--- src/rtl/framebuffer_pkg.sv ---
// Shared types and constants for the SDRAM framebuffer write path.
package framebuffer_pkg;

   typedef enum logic [1:0] {
      IDLE  = 2'd0,
      WRITE = 2'd1,
      NEXT  = 2'd2
   } fb_state_t;

   localparam int BURSTLENGTH_DEFAULT = 32;
   localparam int FRAME_WORDS_DEFAULT = 307200;

   localparam logic REG_BASE   = 1'b0;
   localparam logic REG_STATUS = 1'b1;

   localparam int STAT_BUSY      = 0;
   localparam int STAT_RESYNC    = 1;
   localparam int STAT_UNDERRUN  = 2;
   localparam int STAT_FRAME_LSB = 8;

   function automatic logic [31:0] min_u32(input logic [31:0] a, input logic [31:0] b);
      return (a < b) ? a : b;
   endfunction

endpackage

--- src/rtl/fb_sync_fifo.sv ---
// Single-clock show-ahead FIFO: dout always presents the oldest word.
// Reset flushes pointers, occupancy and storage.
module fb_sync_fifo #(
   parameter int WIDTH = 16,
   parameter int DEPTH = 64
) (
   input  logic                     clk,
   input  logic                     rst,
   input  logic                     push,
   input  logic                     pop,
   input  logic [WIDTH-1:0]         din,
   output logic [WIDTH-1:0]         dout,
   output logic [$clog2(DEPTH):0]   used,
   output logic                     full,
   output logic                     empty
);

   localparam int AW = $clog2(DEPTH);

   logic [WIDTH-1:0] mem [DEPTH];
   logic [AW-1:0]    wr_ptr;
   logic [AW-1:0]    rd_ptr;
   logic             do_push;
   logic             do_pop;

   assign full    = (used == (AW+1)'(DEPTH));
   assign empty   = (used == '0);
   assign do_push = push && !full;
   assign do_pop  = pop && !empty;
   assign dout    = mem[rd_ptr];

   // Pointer and occupancy bookkeeping; a simultaneous push and pop leaves used unchanged.
   always_ff @(posedge clk or posedge rst) begin
      if (rst) begin
         wr_ptr <= '0;
         rd_ptr <= '0;
         used   <= '0;
      end else begin
         if (do_push) wr_ptr <= wr_ptr + 1'b1;
         if (do_pop)  rd_ptr <= rd_ptr + 1'b1;
         case ({do_push, do_pop})
            2'b10:   used <= used + 1'b1;
            2'b01:   used <= used - 1'b1;
            default: used <= used;
         endcase
      end
   end

   // Word storage, written at the tail.
   always_ff @(posedge clk or posedge rst) begin
      if (rst) begin
         for (int i = 0; i < DEPTH; i++) mem[i] <= '0;
      end else if (do_push) begin
         mem[wr_ptr] <= din;
      end
   end

endmodule

--- src/rtl/framebuffer_writer.sv ---
// Pixel stream to SDRAM burst writer with frame sync and a two-register CSR.
// Optional build macro FRAMEBUFFER_WRITER_BYTESWAP_EN swaps the two bytes of
// each pixel on the way out; addressing and counting are unaffected.
module framebuffer_writer
   import framebuffer_pkg::*;
#(
   parameter int ADDR_W      = 26,
   parameter int DATA_W      = 16,
   parameter int BURSTLENGTH = BURSTLENGTH_DEFAULT,
   parameter int FIFO_DEPTH  = 64,
   parameter int FRAME_WORDS = FRAME_WORDS_DEFAULT
) (
   input  logic              clk,
   input  logic              rst,
   input  logic              m0_waitrequest,
   output logic [ADDR_W-1:0] m0_address,
   output logic              m0_write_n,
   output logic              m0_read_n,
   output logic [DATA_W-1:0] m0_writedata,
   output logic              m0_chipselect,
   output logic [1:0]        m0_byteenable_n,
   input  logic              s0_address,
   input  logic              s0_read,
   input  logic              s0_write,
   input  logic [31:0]       s0_writedata,
   output logic [31:0]       s0_readdata,
   output logic              snk_ready,
   input  logic              snk_valid,
   input  logic [DATA_W-1:0] snk_data,
   input  logic              snk_sof
);

   localparam int UW = $clog2(FIFO_DEPTH) + 1;
   localparam logic [31:0] BL_U32 = 32'(BURSTLENGTH);
   localparam logic [31:0] FW_U32 = 32'(FRAME_WORDS);

   fb_state_t         state;
   fb_state_t         next_state;
   logic [DATA_W-1:0] fifo_head;
   logic [UW-1:0]     fifo_used;
   logic              fifo_full;
   logic              fifo_empty;
   logic              push;
   logic              pop;
   logic [25:0]       shadow_base;
   logic [25:0]       active_base;
   logic              in_frame;
   logic              live;
   logic              resync_err;
   logic              underrun_wait;
   logic [7:0]        frame_count;
   logic [31:0]       word_count;
   logic [31:0]       pushed_count;
   logic [31:0]       burst_count;
   logic [31:0]       burst_len;
   logic [31:0]       remaining;
   logic [31:0]       used_w;
   logic [ADDR_W-1:0] offset;
   logic              sof_start;
   logic              latch_burst;
   logic              wr_base;
   logic              wr_status;
   logic              unused_wdata_bits;

   assign unused_wdata_bits = ^s0_writedata[31:26];

   assign used_w    = 32'(fifo_used);
   assign remaining = FW_U32 - word_count;
   assign wr_base   = s0_write && (s0_address == REG_BASE);
   assign wr_status = s0_write && (s0_address == REG_STATUS);

   // The enable tested at SOF is the freshly programmed shadow copy, so software
   // can arm the very next frame; the active copy only changes at that SOF.
   assign sof_start = live && !in_frame && snk_valid && snk_sof && shadow_base[0];

   assign snk_ready = live && (!in_frame || (!fifo_full && (pushed_count < FW_U32)));
   assign push      = snk_valid && snk_ready && (in_frame || sof_start);
   assign pop       = !m0_write_n && !m0_waitrequest;

   assign m0_read_n       = 1'b1;
   assign m0_chipselect   = !m0_write_n;
   assign m0_byteenable_n = 2'b00;
   assign m0_address      = ADDR_W'({active_base[25:1], 1'b0}) + offset
                            + ADDR_W'(burst_count << 1);

`ifdef FRAMEBUFFER_WRITER_BYTESWAP_EN
   assign m0_writedata = {fifo_head[7:0], fifo_head[15:8]};
`else
   assign m0_writedata = fifo_head;
`endif

   fb_sync_fifo #(
      .WIDTH (DATA_W),
      .DEPTH (FIFO_DEPTH)
   ) u_fifo (
      .clk   (clk),
      .rst   (rst),
      .push  (push),
      .pop   (pop),
      .din   (snk_data),
      .dout  (fifo_head),
      .used  (fifo_used),
      .full  (fifo_full),
      .empty (fifo_empty)
   );

   // Holds snk_ready low until the first clock after reset release.
   always_ff @(posedge clk or posedge rst) begin
      if (rst) live <= 1'b0;
      else     live <= 1'b1;
   end

   // Burst state register.
   always_ff @(posedge clk or posedge rst) begin
      if (rst) state <= IDLE;
      else     state <= next_state;
   end

   // Burst sequencing and the write strobe; the end-of-burst test uses the registered count.
   always_comb begin
      next_state  = state;
      latch_burst = 1'b0;
      m0_write_n  = 1'b1;
      case (state)
         IDLE: begin
            if ((used_w >= BL_U32) ||
                (in_frame && (remaining != 32'd0) && (remaining < BL_U32) && (used_w >= remaining))) begin
               next_state  = WRITE;
               latch_burst = 1'b1;
            end
         end
         WRITE: begin
            if ((burst_count < burst_len) && !fifo_empty) m0_write_n = 1'b0;
            if (burst_count == burst_len) next_state = NEXT;
         end
         NEXT: begin
            next_state = IDLE;
         end
         default: begin
            next_state = IDLE;
         end
      endcase
   end

   // Frame tracking, burst counters and SDRAM offset.
   always_ff @(posedge clk or posedge rst) begin
      if (rst) begin
         in_frame     <= 1'b0;
         active_base  <= '0;
         offset       <= '0;
         word_count   <= '0;
         pushed_count <= '0;
         burst_count  <= '0;
         burst_len    <= '0;
         frame_count  <= '0;
      end else begin
         if (latch_burst) burst_len <= min_u32(remaining, BL_U32);
         if (pop) begin
            burst_count <= burst_count + 32'd1;
            word_count  <= word_count + 32'd1;
         end
         if (state == NEXT) begin
            burst_count <= '0;
            if (word_count == FW_U32) begin
               in_frame    <= 1'b0;
               frame_count <= frame_count + 8'd1;
               offset      <= '0;
            end else begin
               offset <= offset + ADDR_W'(burst_len << 1);
            end
         end
         if (sof_start) begin
            in_frame     <= 1'b1;
            active_base  <= shadow_base;
            offset       <= '0;
            word_count   <= '0;
            pushed_count <= 32'd1;
         end else if (push) begin
            pushed_count <= pushed_count + 32'd1;
         end
      end
   end

   // Base register and sticky status flags; a new event wins over a same-cycle clear.
   always_ff @(posedge clk or posedge rst) begin
      if (rst) begin
         shadow_base   <= '0;
         resync_err    <= 1'b0;
         underrun_wait <= 1'b0;
      end else begin
         if (wr_base) shadow_base <= s0_writedata[25:0];
         if (wr_status) begin
            resync_err    <= 1'b0;
            underrun_wait <= 1'b0;
         end
         if (in_frame && push && snk_sof) resync_err <= 1'b1;
         if ((state == WRITE) && (burst_count < burst_len) && fifo_empty) underrun_wait <= 1'b1;
      end
   end

   // Register read mux.
   always_comb begin
      s0_readdata = '0;
      if (s0_read) begin
         if (s0_address == REG_BASE) begin
            s0_readdata[25:0] = active_base;
         end else begin
            s0_readdata[STAT_BUSY]            = (state != IDLE);
            s0_readdata[STAT_RESYNC]          = resync_err;
            s0_readdata[STAT_UNDERRUN]        = underrun_wait;
            s0_readdata[STAT_FRAME_LSB +: 8]  = frame_count;
         end
      end
   end

endmodule

--- config.mk ---
export PLATFORM = sky130hd
export DESIGN_NAME = framebuffer_writer
export DESIGN_NICKNAME = d
export VERILOG_FILES = /design/src/rtl/framebuffer_pkg.sv /design/src/rtl/fb_sync_fifo.sv /design/src/rtl/framebuffer_writer.sv
export SDC_FILE = /design/constraint.sdc
export NUM_CORES = 2
export LEC_CHECK = 0
export CORE_UTILIZATION = 60
export CTS_BUF_LIST = sky130_fd_sc_hd__clkbuf_8
export DETAILED_ROUTE_END_ITERATION = 10
export GPL_TIMING_DRIVEN = 0
export PLACE_DENSITY = 0.88
export SETUP_SLACK_MARGIN = 0.15
export SYNTH_ARGS = -nofsm -noshare
export SYNTH_HDL_FRONTEND = slang
export SYNTH_SLANG_ARGS = --single-unit
--- constraint.sdc ---
create_clock -name clk -period 87.9 [get_ports clk]
set_input_delay 17.58 -clock clk [delete_from_list [all_inputs] [get_ports clk]]
set_output_delay 17.58 -clock clk [all_outputs]
set_load 0.05 [all_outputs]
Word-level counts from Yosys, hierarchy flattened
Index checks and enable logic that the tools add are counted.

Add/sub/neg operators: 12. Order comparisons: 8. Equality and inequality tests: 9. Muxes and demuxes: 35. Bitwise gates (word level): 3. Reduce and logical (&&, ||, !) cells: 45.

Operator list (count): 1024-bit bitwise mux (1); 32-bit two-way mux (7); 26-bit two-way mux (4); 32-bit by 1-bit adder with 32-bit output, second input constant (3); 16-bit binary-select mux with 6-bit select (1); 16-bit demux with 6-bit select (1); 26-bit adder (3); 16-bit two-way mux (3); 32-bit by 19-bit equality test with 1-bit output, second input constant (1); 32-bit equality test (1); 7-bit by 32-bit >= comparator with 1-bit output (1); 32-bit by 19-bit < comparator with 1-bit output, second input constant (1); 32-bit < comparator (1); 32-bit by 6-bit < comparator with 1-bit output, second input constant (1); 32-bit nonzero test (1); 19-bit by 32-bit subtractor with 32-bit output, first input constant (1); 1-bit logical AND (22); 2-bit nonzero test (9); 7-bit >= comparator, second input constant (2); 6-bit inverter with 7-bit output (2); 7-bit case mux with 2 select lines (1); 6-bit by 1-bit adder with 6-bit output, second input constant (2); 1-bit two-way mux (10); 10-bit two-way mux (1); other kinds (20) (32).

Flip-flop bits (word level): 1263. Bits of input ports: 56. Output and inout bits: 80. Logic and storage cells: 192.

Logic depth before layout (Yosys ltp)
Depth in word-level cells: 10. Depth in mapped cells: 23. Mapped depth without buffers: 22.

Modules after synthesis
From an unflattened synthesis, not the netlist that was laid out.

Cells, all modules: 4644. Area total of the unflattened synthesis: 62842.8 um^2.

Modules (own cells, without submodules): fb_sync_fifo (instances 1, cells each 3133, area each 48660.4 um^2, sequential area each 26100.0 um^2); framebuffer_writer (instances 1, cells each 1511, area each 14182.4 um^2, sequential area each 5480.3 um^2).

Least setup slack after synthesis
Ideal clock, no wire load.

Path type: input port to output port. Start: input s0_address. End: output s0_readdata[10]. Arrival time: 19.075 ns. Data required time: 70.320 ns. Slack: 51.245 ns. Cell stages on the path: 4. Buffers on the path: 2. Cells stage by stage: clkbuf_1 -> buf_1 -> mux2i_1 -> nor2b_1.

Word-level cells in the longest chain between the ends: 2.

Ends and longest elaborated chain: from (decl) (RTL line framebuffer_writer.sv:22) `input logic s0_address,`; 8-bit two-way mux (RTL line framebuffer_writer.sv:205) `if (s0_address == REG_BASE) begin`; 26-bit two-way mux (RTL line framebuffer_writer.sv:204) `if (s0_read) begin`; to (decl) (RTL line framebuffer_writer.sv:26) `output logic [31:0] s0_readdata,`.

No other way between the ends.

Final worst setup path
Start: input s0_read. End: output s0_readdata[18].

Word-level cells in the longest chain between the ends: 1.

Ends and longest elaborated chain: from (decl) (RTL line framebuffer_writer.sv:23) `input logic s0_read,`; 26-bit two-way mux (RTL line framebuffer_writer.sv:204).

No other way between the ends.

==> results.yml <==
status:
  status: "completed"
pwr:
  p_sw_w: 0.0003974
  ir_worst_vdd_mv: 0.02131
  power_leakage_nw: 32.35
  power.internal_w: 0.001043
  pwr-share-comb_pct: 15.4
  p_clk_share_pct: 35.3
  switching_share_pct: 27.59
  p_per_area_nw_per_um2: 21.07
  pwr-share-seq_pct: 49.3
critical_path:
  cpMaxStageDelayCell: "clkdlybuf4s50_1"
  crit_required_ns: 70.32
  cpPeakStageDelay_ns: 0.80
  start_kind: "input pin"
  path_cells: "clkdlybuf4s50_1 > nor2b_1 > clkbuf_1 > and2_1 > clkdlybuf4s50_1"
  cpLargestDelayFamily: "buffers and inverters"
  cpMostUsedCell: "clkdlybuf4s50_1"
  worstSetupPathType: "input pin to primary output"
  crit_fanout: 10
  endpoint_kind: "primary output"
  crit_buf_inv: 3
  arrival_ns: 19.75
routing:
  met1_length_um: 61900
  wl_met2_um: 77120
  num_vias: 40249
  postRouteAntennaNets: 0
  wire_per_inst_um: 26.60
  routed_wl_um: 163800
  top_layer: "met5"
  vias_per_cell: 6.535
  drcViolationCount: 0
  wl_met3_um: 16710
  drt_iter0_markers: 4215
  drtPass1Iterations: 6
clock_network:
  clock-root-buffer: "clkbuf_8"
  cts_made_buffers: 195
  clock-sinks: 1262
  ctsHoldBuffers: 0
  cts_tree: "built"
  path_clk_slew_ns: 0.07
  htreeDepth: 4
  clk_latency_ns: 0.91
  clockBufferDepth: 3
  cts_setup_buffers: 0
  cts_resized: 0
placement:
  gp_congestion: 0.9435
  hpwlAfterDp_um: 114500
  portBuffers: 102
  dp.cells: 5809
grt:
  grtUsageTotal_pct: 32.32
  gr-total-overflow: 0
  grt_pass1_vias: 42580
  grt_max_degree: 136
  antenna_found_initial: 8
  grt_pass1_wl_um: 251400
yosys:
  synth_edf_count: 0
  synth-seq-cells: 1262
  yosys_most_used_dff: "dfrtp_1"
  seq_area_frac_synth_pct: 51.54
  ys_types: 79
  synth_area_um2: 61280
  async_flop_share_pct: 100.0
  ys_warn_count: 0
  syn-mean-instance-area_um2: 14.15
  synth_cells: 4330
sta:
  worstMarginPinSlew_ns: 1.349
  hold_viol: 0
  max_freq_mhz: 26.79
  setup_tns_ns: 0
  slew_headroom_pct: 10.09
  clock-skew-final_ns: 0.08163
  grt_setup_unrepaired: "no"
  period_needed_ns: 37.33
  setup-violations-final: 0
  drv_slew: 0
  fin_crit_sh_pct: 42.47
final_layout:
  drive_gt1_share_pct: 37.58
  instances_no_fill: 6159
  nets: 4832
  syn2layout_area_growth_pct: 11.57
die:
  coreArea_um2: 100600
  start_util_pct: 60.92
  fp-row-count: 116
  dieWidth_um: 321.6
  die_h_um: 321.6
  ioPinCount: 136
  die_area_um2: 103400
run:
  drv_cap: 0
hold_path:
  hp-class: "flop to flop"
-- synth_stat cells (all sizes together) (52+ instances only) --
master  count  area (um^2)
inv        76        285.3
nand3      52        260.3
a21oi      94        470.5
ha         99         1239
nor2      144        613.1
o21ai      58        290.3
and2       56        350.3
nand2     217        817.0
xnor2      62        543.0
mux2     1052        11850
clkbuf    219        822.0
dfrtp    1262        31580
buf       116        620.6
mux4      336         7567
-- final timing paths --
path | from | end | slack [ns] | depth (start not counted)
worst max-delay path | s0_read | s0_readdata[18] | 50.57 | 5
max in group asynchronous | rst | u_fifo.mem[280]$_DFFE_PP0P_ | 68.56 | 5
min in group asynchronous | rst | u_fifo.mem[55]$_DFFE_PP0P_ | 17.19 | 2
worst min register to register | shadow_base[25]$_DFFE_PP0P_ | active_base[25]$_DFFE_PP0P_ | 0.47 | 2
worst max register to register | burst_count[17]$_DFFE_PP0P_ | u_fifo.used[6]$_DFFE_PP0P_ | 81.74 | 22
worst min-delay path | shadow_base[25]$_DFFE_PP0P_ | active_base[25]$_DFFE_PP0P_ | 0.47 | 2
-- placed cells by master, fill, tap and decap left out, types with 27 or more instances in the layout --
cell,count
dfrtp_1,1262
mux2_2,1052
mux4_2,336
clkbuf_8,244
clkbuf_1,219
nand2_1,216
inv_1,142
nor2_1,115
clkdlybuf4s50_1,102
ha_1,99
a21oi_1,94
xnor2_1,62
and2_1,56
o21ai_0,56
nand3_1,52
buf_1,48
xor2_1,42
nand4_1,41
buf_4,37
or3_1,30
nor2_2,29
buf_2,28
a21o_1,28
nor3_1,28
fa_1,27
-- cell type report --
class	count	area [um^2]
multi-input combinational	2666	28010
tap	1357	1698
clock buffer	244	3358
buffer	335	1445
sequential	1262	31580
timing repair buffer	114	1319
clock inverter	103	660.6
fill	6328	32210
inverter	76	292.8
antenna	2	5.005
-- registers in the layout (all words and copies together), names as in the netlist --
register / flops
burst_len: 32
resync_err: 1
shadow_base: 26
in_frame: 1
offset: 25
burst_count: 32
pushed_count: 32
state: 2
live: 1
frame_count: 8
u_fifo.mem: 1024
u_fifo.wr_ptr: 6
u_fifo.rd_ptr: 6
word_count: 32
underrun_wait: 1
u_fifo.used: 7
active_base: 26
-- metal layers --
metal,up-vias,track usage [%]
met5,-,0
met4,4,16.44
met3,562,9.262
met2,2275,50.47
met1,20854,41.45
li1,16554,-
-- metrics by stage --
step	hold slack (ns)	util (%)	cell area (um^2)	worst slack [ns]	total power, W
floorplan	0.4348	-	61310	34.76	0.0008621
global placement	0.4490	63.66	64030	22.56	0.0009139
detailed placement	0.4612	63.95	64330	50.54	0.0009287
CTS	0.4731	67.95	68340	50.53	0.001435
global route	0.4928	67.97	68360	50.41	0.001485
finish	0.4677	67.97	68370	50.57	0.001440
-- power by group through the flow --
stage               combinational, W  clock, W  sequential, W
finish                      0.000222  0.000509       0.000710
global route                0.000233  0.000536       0.000716
CTS                         0.000219  0.000510       0.000706
global placement            0.000203         0       0.000711
floorplan                   0.000162         0       0.000701
detailed placement          0.000215         0       0.000714
-- logic make-up after synthesis --
family	count (synthesis)	synth area share (%)
AOI/OAI and AO/OA	312	3.357
muxes	1405	31.96
DFF	1262	51.54
other	2	0.01226
xor gates and xnor gates	104	1.486
and+or+nand+nor	708	5.924
buffers and inverters	411	2.820
adders and majority gates	126	2.904
-- tightest hold or removal path: stages (launching register included) --
cell	delay (ns)
dfrtp_1	0.34
nand2_1	0.05
nand2_1	0.05
Note: power is estimated with default switching activity, not from simulation.
